### config.mk
export PLATFORM = sky130hd
export DESIGN_NAME = bus_master_arb
export DESIGN_NICKNAME = d
export VERILOG_FILES = /design/src/rtl/bus_master_arb_pkg.sv /design/src/rtl/bus_rr_arbiter.sv /design/src/rtl/bus_master_arb.sv
export SDC_FILE = /design/constraint.sdc
export NUM_CORES = 1
export LEC_CHECK = 0
export BUFFER_PORTS_ARGS = -buffer_cell sky130_fd_sc_hd__buf_2
export CAP_MARGIN = 0
export CELL_PAD_IN_SITES_DETAIL_PLACEMENT = 0
export CELL_PAD_IN_SITES_GLOBAL_PLACEMENT = 1
export CORE_ASPECT_RATIO = 1.1
export CORE_MARGIN = 2
export CORE_UTILIZATION = 37
export DETAILED_ROUTE_END_ITERATION = 10
export GPL_ROUTABILITY_DRIVEN = 0
export PLACE_DENSITY = 0.73
export SYNTH_ARGS = -nofsm -noshare
export SYNTH_HDL_FRONTEND = slang
export SYNTH_SLANG_ARGS = --single-unit
### constraint.sdc
create_clock -name clk -period 8.05 [get_ports clk]
set_input_delay 1.61 -clock clk [delete_from_list [all_inputs] [get_ports clk]]
set_output_delay 1.61 -clock clk [all_outputs]
set_load 0.05 [all_outputs]
### src/rtl/bus_master_arb_pkg.sv
// bus_master_arb_pkg: shared word/pointer types and Avalon response codes for the bus master.
//   word_t    : 32-bit data word
//   ptr_t     : 30-bit word address
//   AVL_OKAY  : Avalon "no error" response
//   byte_addr : word address to Avalon byte address
package bus_master_arb_pkg;
    typedef logic [31:0] word_t;
    typedef logic [29:0] ptr_t;
    localparam logic [1:0] AVL_OKAY = 2'b00;
    function automatic word_t byte_addr(input ptr_t a);
        return {a, 2'b00};
    endfunction
endpackage

### src/rtl/bus_rr_arbiter.sv
// bus_rr_arbiter: combinational round-robin pick among pending ports.
//   pend_i  : pending request mask
//   ptr_i   : highest-priority index (pointer register lives in the parent)
//   mask_i  : ports currently allowed (lock owner only, or all ones)
//   grant_o : one-hot grant
//   valid_o : a grant was made
module bus_rr_arbiter #(
    parameter int PORTS = 2,
    localparam int PW = PORTS > 1 ? $clog2(PORTS) : 1
) (
    input  logic [PORTS-1:0] pend_i,
    input  logic [PW-1:0]    ptr_i,
    input  logic [PORTS-1:0] mask_i,
    output logic [PORTS-1:0] grant_o,
    output logic             valid_o
);
    logic [PORTS-1:0] req;
    logic [PW:0]      idx;
    always_comb begin
        req = pend_i & mask_i;
        grant_o = '0;
        idx = '0;
        for (int i = 0; i < PORTS; i++) begin
            // scan from the pointer, wrapping modulo PORTS (one extra bit avoids overflow)
            idx = {1'b0, ptr_i} + (PW+1)'(i);
            idx = idx >= (PW+1)'(PORTS) ? idx - (PW+1)'(PORTS) : idx;
            if (grant_o == '0 && req[idx[PW-1:0]])
                grant_o[idx[PW-1:0]] = 1'b1;
        end
    end
    assign valid_o = |grant_o;
endmodule

### src/rtl/bus_master_arb.sv
// bus_master_arb: multi-port round-robin Avalon-MM bus master with exclusive-lock hold.
//   clk, rst                     : clock, asynchronous active-high reset
//   port_start_i/write/addr/...  : per-port request capture (sampled with start)
//   port_ex_lock_i               : per-port exclusive-sequence level
//   port_ready_o/ex_fail_o       : per-port completion pulse and exclusive failure
//   port_data_rd_o               : shared read data, valid with any ready
//   avl_*                        : Avalon-MM master
// Optional feature: CONFIG_BUS_MASTER_TIMEOUT_EN aborts a command after TIMEOUT waitrequest cycles.
module bus_master_arb
    import bus_master_arb_pkg::*;
#(
    parameter int PORTS   = 2,
    parameter int TIMEOUT = 1024
) (
    input  logic                   clk,
    input  logic                   rst,
    input  logic [PORTS-1:0]       port_start_i,
    input  logic [PORTS-1:0]       port_write_i,
    input  ptr_t [PORTS-1:0]       port_addr_i,
    input  word_t [PORTS-1:0]      port_data_wr_i,
    input  logic [PORTS-1:0][3:0]  port_data_be_i,
    input  logic [PORTS-1:0]       port_ex_lock_i,
    output logic [PORTS-1:0]       port_ready_o,
    output word_t                  port_data_rd_o,
    output logic [PORTS-1:0]       port_ex_fail_o,
    output word_t                  avl_address_o,
    output logic                   avl_read_o,
    output logic                   avl_write_o,
    output logic                   avl_lock_o,
    output word_t                  avl_writedata_o,
    output logic [3:0]             avl_byteenable_o,
    input  word_t                  avl_readdata_i,
    input  logic                   avl_waitrequest_i,
    input  logic [1:0]             avl_response_i
);
    localparam int PW = PORTS > 1 ? $clog2(PORTS) : 1;
    if (PORTS < 1 || PORTS > 8 || TIMEOUT < 1) begin : g_bad_cfg
        $error("bus_master_arb: PORTS must be 1..8 and TIMEOUT >= 1");
    end
    typedef enum logic [1:0] {S_IDLE, S_ACCESS, S_RESP} state_e;
    state_e                 state_q;
    logic [PORTS-1:0]       pend_q, wr_q;
    ptr_t [PORTS-1:0]       addr_q;
    word_t [PORTS-1:0]      data_q;
    logic [PORTS-1:0][3:0]  be_q;
    logic [PW-1:0]          g_q, ptr_q, owner_q, gidx;
    logic [PORTS-1:0]       accept, req, mask, grant;
    logic                   gvalid, lock_eff, g_wr;
    ptr_t                   g_addr;
    word_t                  g_data;
    logic [3:0]             g_be;
`ifdef CONFIG_BUS_MASTER_TIMEOUT_EN
    localparam int TW = $clog2(TIMEOUT + 1);
    logic [TW-1:0]          to_q;
`endif
    always_comb begin
        // avl_lock_o doubles as the lock-held flag; it drops once the owner lowers ex_lock
        lock_eff = avl_lock_o & port_ex_lock_i[owner_q];
        mask = lock_eff ? PORTS'(1) << owner_q : '1;
        accept = '0;
        for (int p = 0; p < PORTS; p++)
            accept[p] = port_start_i[p] & ~pend_q[p] & ~(state_q == S_ACCESS && g_q == PW'(p));
        // same-cycle starts join arbitration so a start can issue on the next edge
        req = pend_q | accept;
        gidx = '0;
        for (int i = 0; i < PORTS; i++)
            if (grant[i]) gidx = PW'(i);
        g_wr   = accept[gidx] ? port_write_i[gidx]   : wr_q[gidx];
        g_addr = accept[gidx] ? port_addr_i[gidx]    : addr_q[gidx];
        g_data = accept[gidx] ? port_data_wr_i[gidx] : data_q[gidx];
        g_be   = accept[gidx] ? port_data_be_i[gidx] : be_q[gidx];
    end
    bus_rr_arbiter #(.PORTS(PORTS)) u_arb (
        .pend_i  (req),
        .ptr_i   (ptr_q),
        .mask_i  (mask),
        .grant_o (grant),
        .valid_o (gvalid)
    );
    always_ff @(posedge clk or posedge rst) begin
        if (rst) begin
            state_q          <= S_IDLE;
            pend_q           <= '0;
            wr_q             <= '0;
            addr_q           <= '0;
            data_q           <= '0;
            be_q             <= '0;
            g_q              <= '0;
            ptr_q            <= '0;
            owner_q          <= '0;
            port_ready_o     <= '0;
            port_ex_fail_o   <= '0;
            port_data_rd_o   <= '0;
            avl_address_o    <= '0;
            avl_read_o       <= 1'b0;
            avl_write_o      <= 1'b0;
            avl_lock_o       <= 1'b0;
            avl_writedata_o  <= '0;
            avl_byteenable_o <= '0;
`ifdef CONFIG_BUS_MASTER_TIMEOUT_EN
            to_q             <= '0;
`endif
        end else begin
            for (int p = 0; p < PORTS; p++) begin
                if (accept[p]) begin
                    pend_q[p] <= 1'b1;
                    wr_q[p]   <= port_write_i[p];
                    addr_q[p] <= port_addr_i[p];
                    data_q[p] <= port_data_wr_i[p];
                    be_q[p]   <= port_data_be_i[p];
                end
            end
            case (state_q)
                S_IDLE, S_RESP: begin
                    port_ready_o   <= '0;
                    port_ex_fail_o <= '0;
                    avl_lock_o     <= lock_eff;
                    state_q        <= gvalid ? S_ACCESS : S_IDLE;
                    if (gvalid) begin
                        g_q              <= gidx;
                        owner_q          <= gidx;
                        ptr_q            <= gidx == PW'(PORTS - 1) ? '0 : gidx + 1'b1;
                        pend_q[gidx]     <= 1'b0;
                        avl_read_o       <= ~g_wr;
                        avl_write_o      <= g_wr;
                        avl_address_o    <= byte_addr(g_addr);
                        avl_writedata_o  <= g_data;
                        avl_byteenable_o <= g_be;
                        // granting an owner with ex_lock low is what releases the lock
                        avl_lock_o       <= port_ex_lock_i[gidx];
`ifdef CONFIG_BUS_MASTER_TIMEOUT_EN
                        to_q             <= '0;
`endif
                    end
                end
                S_ACCESS: begin
                    if (!avl_waitrequest_i) begin
                        state_q        <= S_RESP;
                        avl_read_o     <= 1'b0;
                        avl_write_o    <= 1'b0;
                        port_ready_o   <= PORTS'(1) << g_q;
                        port_data_rd_o <= avl_readdata_i;
                        // avl_lock_o equals the granted port's ex_lock for the whole access
                        port_ex_fail_o <= (avl_lock_o && avl_response_i != AVL_OKAY) ? PORTS'(1) << g_q : '0;
                    end
`ifdef CONFIG_BUS_MASTER_TIMEOUT_EN
                    else if (to_q == TW'(TIMEOUT - 1)) begin
                        state_q        <= S_RESP;
                        avl_read_o     <= 1'b0;
                        avl_write_o    <= 1'b0;
                        avl_lock_o     <= 1'b0;
                        port_ready_o   <= PORTS'(1) << g_q;
                        port_data_rd_o <= '0;
                        port_ex_fail_o <= PORTS'(1) << g_q;
                    end else begin
                        to_q <= to_q + 1'b1;
                    end
`endif
                end
                default: state_q <= S_IDLE;
            endcase
        end
    end
endmodule

After elaboration in Yosys (flattened, before gate mapping)

Index checks and enable logic that the tools add are counted.

Reduce and logical (&&, ||, !) cells: 17
Bitwise logic cells: 17
Mux-type cells: 61
Add/sub/neg operators: 4
Eq/ne operators: 4
Shift operators: 1
Order comparisons: 9

Operator list:

| cell                                                       | number |
|---|---|
| 2-to-1 mux 32 bit                                          | 5 |
| 2-to-1 mux 30 bit                                          | 5 |
| 2-to-1 mux 1 bit                                           | 29 |
| 2-to-1 mux 4 bit                                           | 5 |
| 2-to-1 mux 2 bit                                           | 9 |
| case mux 2 bit (2 select lines)                            | 3 |
| less-than comparator 1 x 2 -> 1 bit, second input constant | 4 |
| logical AND 1 bit                                          | 7 |
| inverter 1 bit                                             | 7 |
| AND reduction 2 bit                                        | 3 |
| AND 1 bit                                                  | 5 |
| AND 2 bit                                                  | 2 |
| zero test 2 bit                                            | 2 |
| != test 2 bit, second input constant                       | 2 |
| OR 2 bit                                                   | 2 |
| case mux 1 bit (2 select lines)                            | 2 |
| nonzero test 2 bit                                         | 2 |
| OR reduction 2 bit                                         | 2 |
| demux 1 bit (select 1 bit)                                 | 3 |
| greater-or-equal comparator 1 bit, second input constant   | 3 |
| AND reduction 3 bit                                        | 1 |
| adder 1 x 1 -> 2 bit, second input constant                | 1 |
| equality test 2 x 1 -> 1 bit, second input constant        | 1 |
| equality test 2 bit, second input constant                 | 1 |
| other kinds (6)                                            | 7 |

Word-level logic and storage cells: 134
Bits in registers: 245

Depth between registers and ports, before layout

Word-level depth: 21
Depth in mapped cells: 9
Gate-level depth less buffers: 5

Modules after synthesis

From an unflattened synthesis, not the netlist that was laid out.

Cells, all modules: 659
Area total of the unflattened synthesis: 10217.3 µm²

Modules (own cells, without submodules):

| module         | cells each | seq. area each (µm²) | times used | area each (µm²) |
|---|---|---|---|---|
| bus_master_arb | 654        | 6130.9               | 1          | 10189.8 |
| bus_rr_arbiter | 5          | 0.0                  | 1          | 27.5 |

Worst setup path after synthesis

No wires, ideal clock.

Path kind: input -> register
Start: in port_ex_lock_i[0]
End: reg avl_address_o[14]
Path slack: 5.180 ns
Setup time: 0.124 ns
Stages: 8
Buffers on the path: 3
Arrival: 2.745 ns
Cells stage by stage: nor2b_1 -> a211o_1 -> a21o_4 -> buf_6 -> buf_6 -> buf_6 -> nand2_1 -> o21ai_1

Word-level cells in the longest chain between the ends: 15
Elaborated cells between the ends (all ways): 24
Classes of those cells: mux: 17; bitwise: 3; reduce/logical: 4

Ends and longest elaborated chain:

| element                                                                                   | line                  | RTL |
|---|---|---|
| start: declaration                                                                        | bus_master_arb.sv:22  | `input logic [PORTS-1:0] port_ex_lock_i,` |
| 2-to-1 mux 1 bit (not written as such) * (2 in series)                                    | bus_master_arb.sv:58  | `lock_eff = avl_lock_o & port_ex_lock_i[owner_q];` |
| AND 1 bit *                                                                               | bus_master_arb.sv:58  |  |
| 2-to-1 mux 2 bit *                                                                        | bus_master_arb.sv:59  | `mask = lock_eff ? PORTS'(1) << owner_q : '1;` |
| AND 2 bit *                                                                               | bus_rr_arbiter.sv:20  | `req = pend_i & mask_i;` |
| 2-to-1 mux 1 bit (not written as such) (2 in series)                                      | bus_rr_arbiter.sv:27  | `if (grant_o == '0 && req[idx[PW-1:0]])` |
| 2-to-1 mux 2 bit                                                                          | bus_rr_arbiter.sv:27  |  |
| zero test 2 bit                                                                           | bus_rr_arbiter.sv:27  |  |
| logical AND 1 bit                                                                         | bus_rr_arbiter.sv:27  |  |
| 2-to-1 mux 2 bit *                                                                        | bus_rr_arbiter.sv:27  |  |
| 2-to-1 mux 1 bit                                                                          | bus_master_arb.sv:67  | `if (grant[i]) gidx = PW'(i);` |
| 2-to-1 mux 30 bit (not written as such) or 2-to-1 mux 1 bit (tied branches) (2 in series) | bus_master_arb.sv:69  | `g_addr = accept[gidx] ? port_addr_i[gidx] : addr_q[gidx];` |
| 2-to-1 mux 30 bit                                                                         | bus_master_arb.sv:69  |  |
| end signal: assignment                                                                    | bus_master_arb.sv:126 | `avl_address_o <= byte_addr(g_addr);` |
| end: declaration                                                                          | bus_master_arb.sv:26  | `output word_t avl_address_o,` |

Mark *: on every way between the ends. The rest lies on a longest branch, timed or not. The select of a mux whose other input is x is not followed.
A chain may end at the register's enable or synchronous reset.

Final worst setup path

Start: in port_ex_lock_i[1]
End: reg avl_writedata_o[26]

Word-level cells in the longest chain between the ends: 15
Elaborated cells between the ends (all ways): 24
Classes of those cells: mux: 17; bitwise: 3; reduce/logical: 4

Ends and longest elaborated chain:

| element                                                                                   | line                  | RTL |
|---|---|---|
| 2-to-1 mux 1 bit (not written as such) * (2 in series)                                    | bus_master_arb.sv:58  |  |
| AND 1 bit *                                                                               | bus_master_arb.sv:58  |  |
| 2-to-1 mux 2 bit *                                                                        | bus_master_arb.sv:59  |  |
| AND 2 bit *                                                                               | bus_rr_arbiter.sv:20  |  |
| 2-to-1 mux 1 bit (not written as such) (2 in series)                                      | bus_rr_arbiter.sv:27  |  |
| 2-to-1 mux 2 bit                                                                          | bus_rr_arbiter.sv:27  |  |
| zero test 2 bit                                                                           | bus_rr_arbiter.sv:27  |  |
| logical AND 1 bit                                                                         | bus_rr_arbiter.sv:27  |  |
| 2-to-1 mux 2 bit *                                                                        | bus_rr_arbiter.sv:27  |  |
| 2-to-1 mux 1 bit                                                                          | bus_master_arb.sv:67  |  |
| 2-to-1 mux 32 bit (not written as such) or 2-to-1 mux 1 bit (tied branches) (2 in series) | bus_master_arb.sv:70  | `g_data = accept[gidx] ? port_data_wr_i[gidx] : data_q[gidx];` |
| 2-to-1 mux 32 bit                                                                         | bus_master_arb.sv:70  |  |
| end signal: assignment                                                                    | bus_master_arb.sv:127 | `avl_writedata_o <= g_data;` |
| end: declaration                                                                          | bus_master_arb.sv:30  | `output word_t avl_writedata_o,` |

Marked as above.

==> summary.json <==
{
  "grt": {
    "grt_usage": 0.158,
    "antenna_found_initial": 0,
    "global_route.peak_usage_layer": "met2",
    "grt_start_max_net_pins": 95,
    "global_routing_usage_on_met1": 0.206,
    "grtUsageMet3": 0.0423,
    "met2_resource_use_gr": 0.264,
    "grt_pass1_vias": 6686,
    "gr-total-overflow": 0,
    "grt_first_pass_wirelength_um": 35900
  },
  "pwr": {
    "p_comb_frac": 0.473,
    "power.switching_uw": 2620,
    "total_power_uw": 6230,
    "seq_power_share": 0.336,
    "sw_share": 0.421,
    "p_int_uw": 3610,
    "share_clk_of_total_power": 0.191,
    "power.leakage_uw": 0.00595,
    "power_density_nw_per_um2": 504,
    "vdd_drop_max_mv": 0.273
  },
  "floorplan": {
    "rows": 62,
    "io_pins": 282,
    "chipHeight_um": 175,
    "initial_util": 0.377,
    "full_die_area_sq_um": 28000,
    "die_width_um": 160,
    "fp.coreArea_sq_um": 26200
  },
  "timing": {
    "layout_min_cycle_time_ns": 3.66,
    "final_layout_setup_total_negative_slack_ns": 0,
    "clock_skew_ns": 0.0116,
    "rsz0062_at_grt": "no",
    "drv_slew": 0,
    "worst-slew-pin-transition_ns": 1.02,
    "final_setup_violation_count": 0,
    "finalHoldWorstSlack_ns": 0.477,
    "timing.slew.headroom": 0.320,
    "max_freq_ghz": 0.273,
    "timing.final.crit_share": 0.454,
    "hold_viol": 0
  },
  "clock_network": {
    "cts_repair_resize_count": 0,
    "numCtsBuffers": 26,
    "clock_pin_slew_on_the_worst_setup_and_hold_paths_ns": 0.06,
    "holdBufCountCts": 0,
    "tritoncts": "built",
    "number_of_levels_the_h_tree_was_split_into": 1,
    "number_of_sinks_on_the_clock_net": 245,
    "cts_setup_buffers": 0,
    "clock-root-buffer": "sky130_fd_sc_hd__clkbuf_16",
    "clock_latency_on_the_worst_skew_pair_ns": 0.52,
    "ctsLongestPathBuffers": 3
  },
  "final_layout": {
    "fraction_of_layout_instances_using_a_drive_strength_above_1": 0.483,
    "num-nets-final": 1152,
    "final_cells": 1348,
    "fin_util": 0.472,
    "syn_to_final_growth_pct": 25.1
  },
  "placement": {
    "dpl.cell_count": 1301,
    "buffer_ports.inserted": 279,
    "dpl.hpwl_um": 14800
  },
  "routing": {
    "viasPerCell": 4.69,
    "avgRoutedWirePerCell_um": 16.4,
    "number_of_vias_after_detailed_routing": 6318,
    "finalWirelength_um": 22200,
    "first_pass_drt_iterations": 4,
    "antenna_violation_net_count_after_detailed_routing": 0,
    "drc": 0,
    "first_iter_violations": 194
  },
  "job": {
    "cap_violations": 0
  },
  "setup_path": {
    "cell_chain_of_the_critical_path": "buf_2 > nand3_1 > o211ai_2 > o21bai_4 > buf_4 > mux2i_1 > o21ai_1",
    "critPathMaxFanout": 49,
    "critical_path.slowest_cell": "sky130_fd_sc_hd__buf_4",
    "end_kind": "flop",
    "crit_path_start_kind": "primary input",
    "crit_arrival_ns": 4.03,
    "critPathRequiredTime_ns": 8.42,
    "timing.setup.critical_path_class": "in2reg",
    "reg2reg_setup_slack_ns": 4.90,
    "cpPeakStageDelay_ns": 0.88
  },
  "synthesis": {
    "ys_seq_area_frac": 0.620,
    "syn_inst": 706,
    "synthesis.area_per_instance_sq_um": 14.0,
    "synth_warnings": 0,
    "post_synth_num_cell_types": 31,
    "netlist_area_sq_um": 9880,
    "synth-seq-cells": 245
  },
  "outcome": {
    "outcome": "completed"
  },
  "hold_path": {
    "min-delay-path-class": "reg2reg"
  }
}
metal layers:
layer,wire [um],vias to the layer above
met5,0,-
met4,385,0
met3,1600,31
met2,10500,195
met1,9650,3102
li1,-,2990
path summary, 6_finish.rpt:
path,from,end,cells past startpoint
max,port_ex_lock_i[1],avl_writedata_o[26],7
min,avl_address_o[10],avl_address_o[10],2
max reg2reg,state_q[0],avl_byteenable_o[2],6
min reg2reg,avl_address_o[10],avl_address_o[10],2
max in group asynchronous,rst,data_q[5],4
min in group asynchronous,rst,port_data_rd_o[0],2
power groups by stage:
stage	Combinational [uW]	Clock, uW	Sequential (uW)
final	2950	1190	2100
after global routing	3200	1280	2170
after CTS	3000	1230	2100
after detailed placement	3000	0	2120
after global placement	2950	0	2100
after floorplan	1560	0	2960
layout make-up:
cell class | instances | area (sq um)
fillers | 2500 | 13900
inverters | 3 | 15.0
diodes | 1 | 2.50
well taps | 352 | 440
repair buffers | 288 | 1460
multi-input cells | 413 | 3450
flip-flops and latches | 245 | 6130
clock inverters | 5 | 55.1
clock buffers | 41 | 808
critical path, delay by kind of cell:
kind            cells  cell delay, ns
simple gates        1            0.07
compound gates      3            1.00
buf+inv             2            0.99
mux                 1            0.29
cell usage after synthesis:
master / count / area share
sky130_fd_sc_hd__a211o_1: 2 / 0.0018
sky130_fd_sc_hd__a21o_4: 1 / 0.0015
sky130_fd_sc_hd__a21oi_1: 4 / 0.0020
sky130_fd_sc_hd__and2_1: 1 / 0.00063
sky130_fd_sc_hd__buf_2: 19 / 0.0096
sky130_fd_sc_hd__buf_4: 9 / 0.0068
sky130_fd_sc_hd__buf_6: 11 / 0.013
sky130_fd_sc_hd__clkbuf_1: 4 / 0.0015
sky130_fd_sc_hd__clkbuf_2: 3 / 0.0015
sky130_fd_sc_hd__conb_1: 1 / 0.00038
sky130_fd_sc_hd__dfrtp_1: 245 / 0.62
sky130_fd_sc_hd__inv_1: 3 / 0.0011
sky130_fd_sc_hd__mux2_1: 21 / 0.024
sky130_fd_sc_hd__mux2_2: 145 / 0.17
sky130_fd_sc_hd__mux2i_1: 69 / 0.070
sky130_fd_sc_hd__nand2_1: 69 / 0.026
sky130_fd_sc_hd__nand3_1: 4 / 0.0020
sky130_fd_sc_hd__nand3b_1: 3 / 0.0023
sky130_fd_sc_hd__nor2_1: 6 / 0.0023
sky130_fd_sc_hd__nor2b_1: 5 / 0.0032
sky130_fd_sc_hd__nor3b_2: 2 / 0.0025
sky130_fd_sc_hd__nor4bb_1: 1 / 0.0010
sky130_fd_sc_hd__o211ai_1: 1 / 0.00076
sky130_fd_sc_hd__o211ai_2: 1 / 0.0013
sky130_fd_sc_hd__o21a_1: 1 / 0.00076
sky130_fd_sc_hd__o21ai_0: 4 / 0.0020
sky130_fd_sc_hd__o21ai_1: 67 / 0.034
sky130_fd_sc_hd__o21bai_1: 1 / 0.00076
sky130_fd_sc_hd__o22ai_1: 1 / 0.00063
sky130_fd_sc_hd__or2_2: 1 / 0.00063
sky130_fd_sc_hd__or4b_1: 1 / 0.0010
registers in the layout (all words and copies together) (netlist names):
signal,cells
data_q,64
addr_q,60
avl_writedata_o,32
port_data_rd_o,32
avl_address_o,30
be_q,8
avl_byteenable_o,4
pend_q,2
port_ex_fail_o,2
port_ready_o,2
state_q,2
wr_q,2
avl_lock_o,1
avl_read_o,1
avl_write_o,1
owner_q,1
ptr_q,1
through the flow:
step	area, sq um	worst slack [ns]
2_1_floorplan	9890	3.22
3_3_place_gp	11500	3.86
3_5_place_dp	11500	3.84
4_1_cts	12400	4.39
5_1_grt	12400	4.20
6_report	12400	4.39
placed cells by master, fill, tap and decap left out, types with 6 or more instances in the layout:
| cell | synthesis | routed |
|---|---|---|
| sky130_fd_sc_hd__nand2_1 | 69 | 69 |
| sky130_fd_sc_hd__buf_4 | 9 | 9 |
| sky130_fd_sc_hd__mux2_1 | 21 | 21 |
| sky130_fd_sc_hd__mux2i_1 | 69 | 69 |
| sky130_fd_sc_hd__clkbuf_16 | 0 | 27 |
| sky130_fd_sc_hd__o21ai_1 | 67 | 67 |
| sky130_fd_sc_hd__buf_2 | 19 | 279 |
| sky130_fd_sc_hd__clkbuf_1 | 4 | 6 |
| sky130_fd_sc_hd__dfrtp_1 | 245 | 245 |
| sky130_fd_sc_hd__mux2_2 | 145 | 145 |
| sky130_fd_sc_hd__nor2_1 | 6 | 6 |
| sky130_fd_sc_hd__clkbuf_8 | 0 | 8 |
logic make-up after synthesis:
group / synth area share
simple gates: 0.0418
other cells: 0.000379
compound gates: 0.0454
buf+inv: 0.0332
mux: 0.259
flops: 0.620
(Power assumes the default switching activity.)
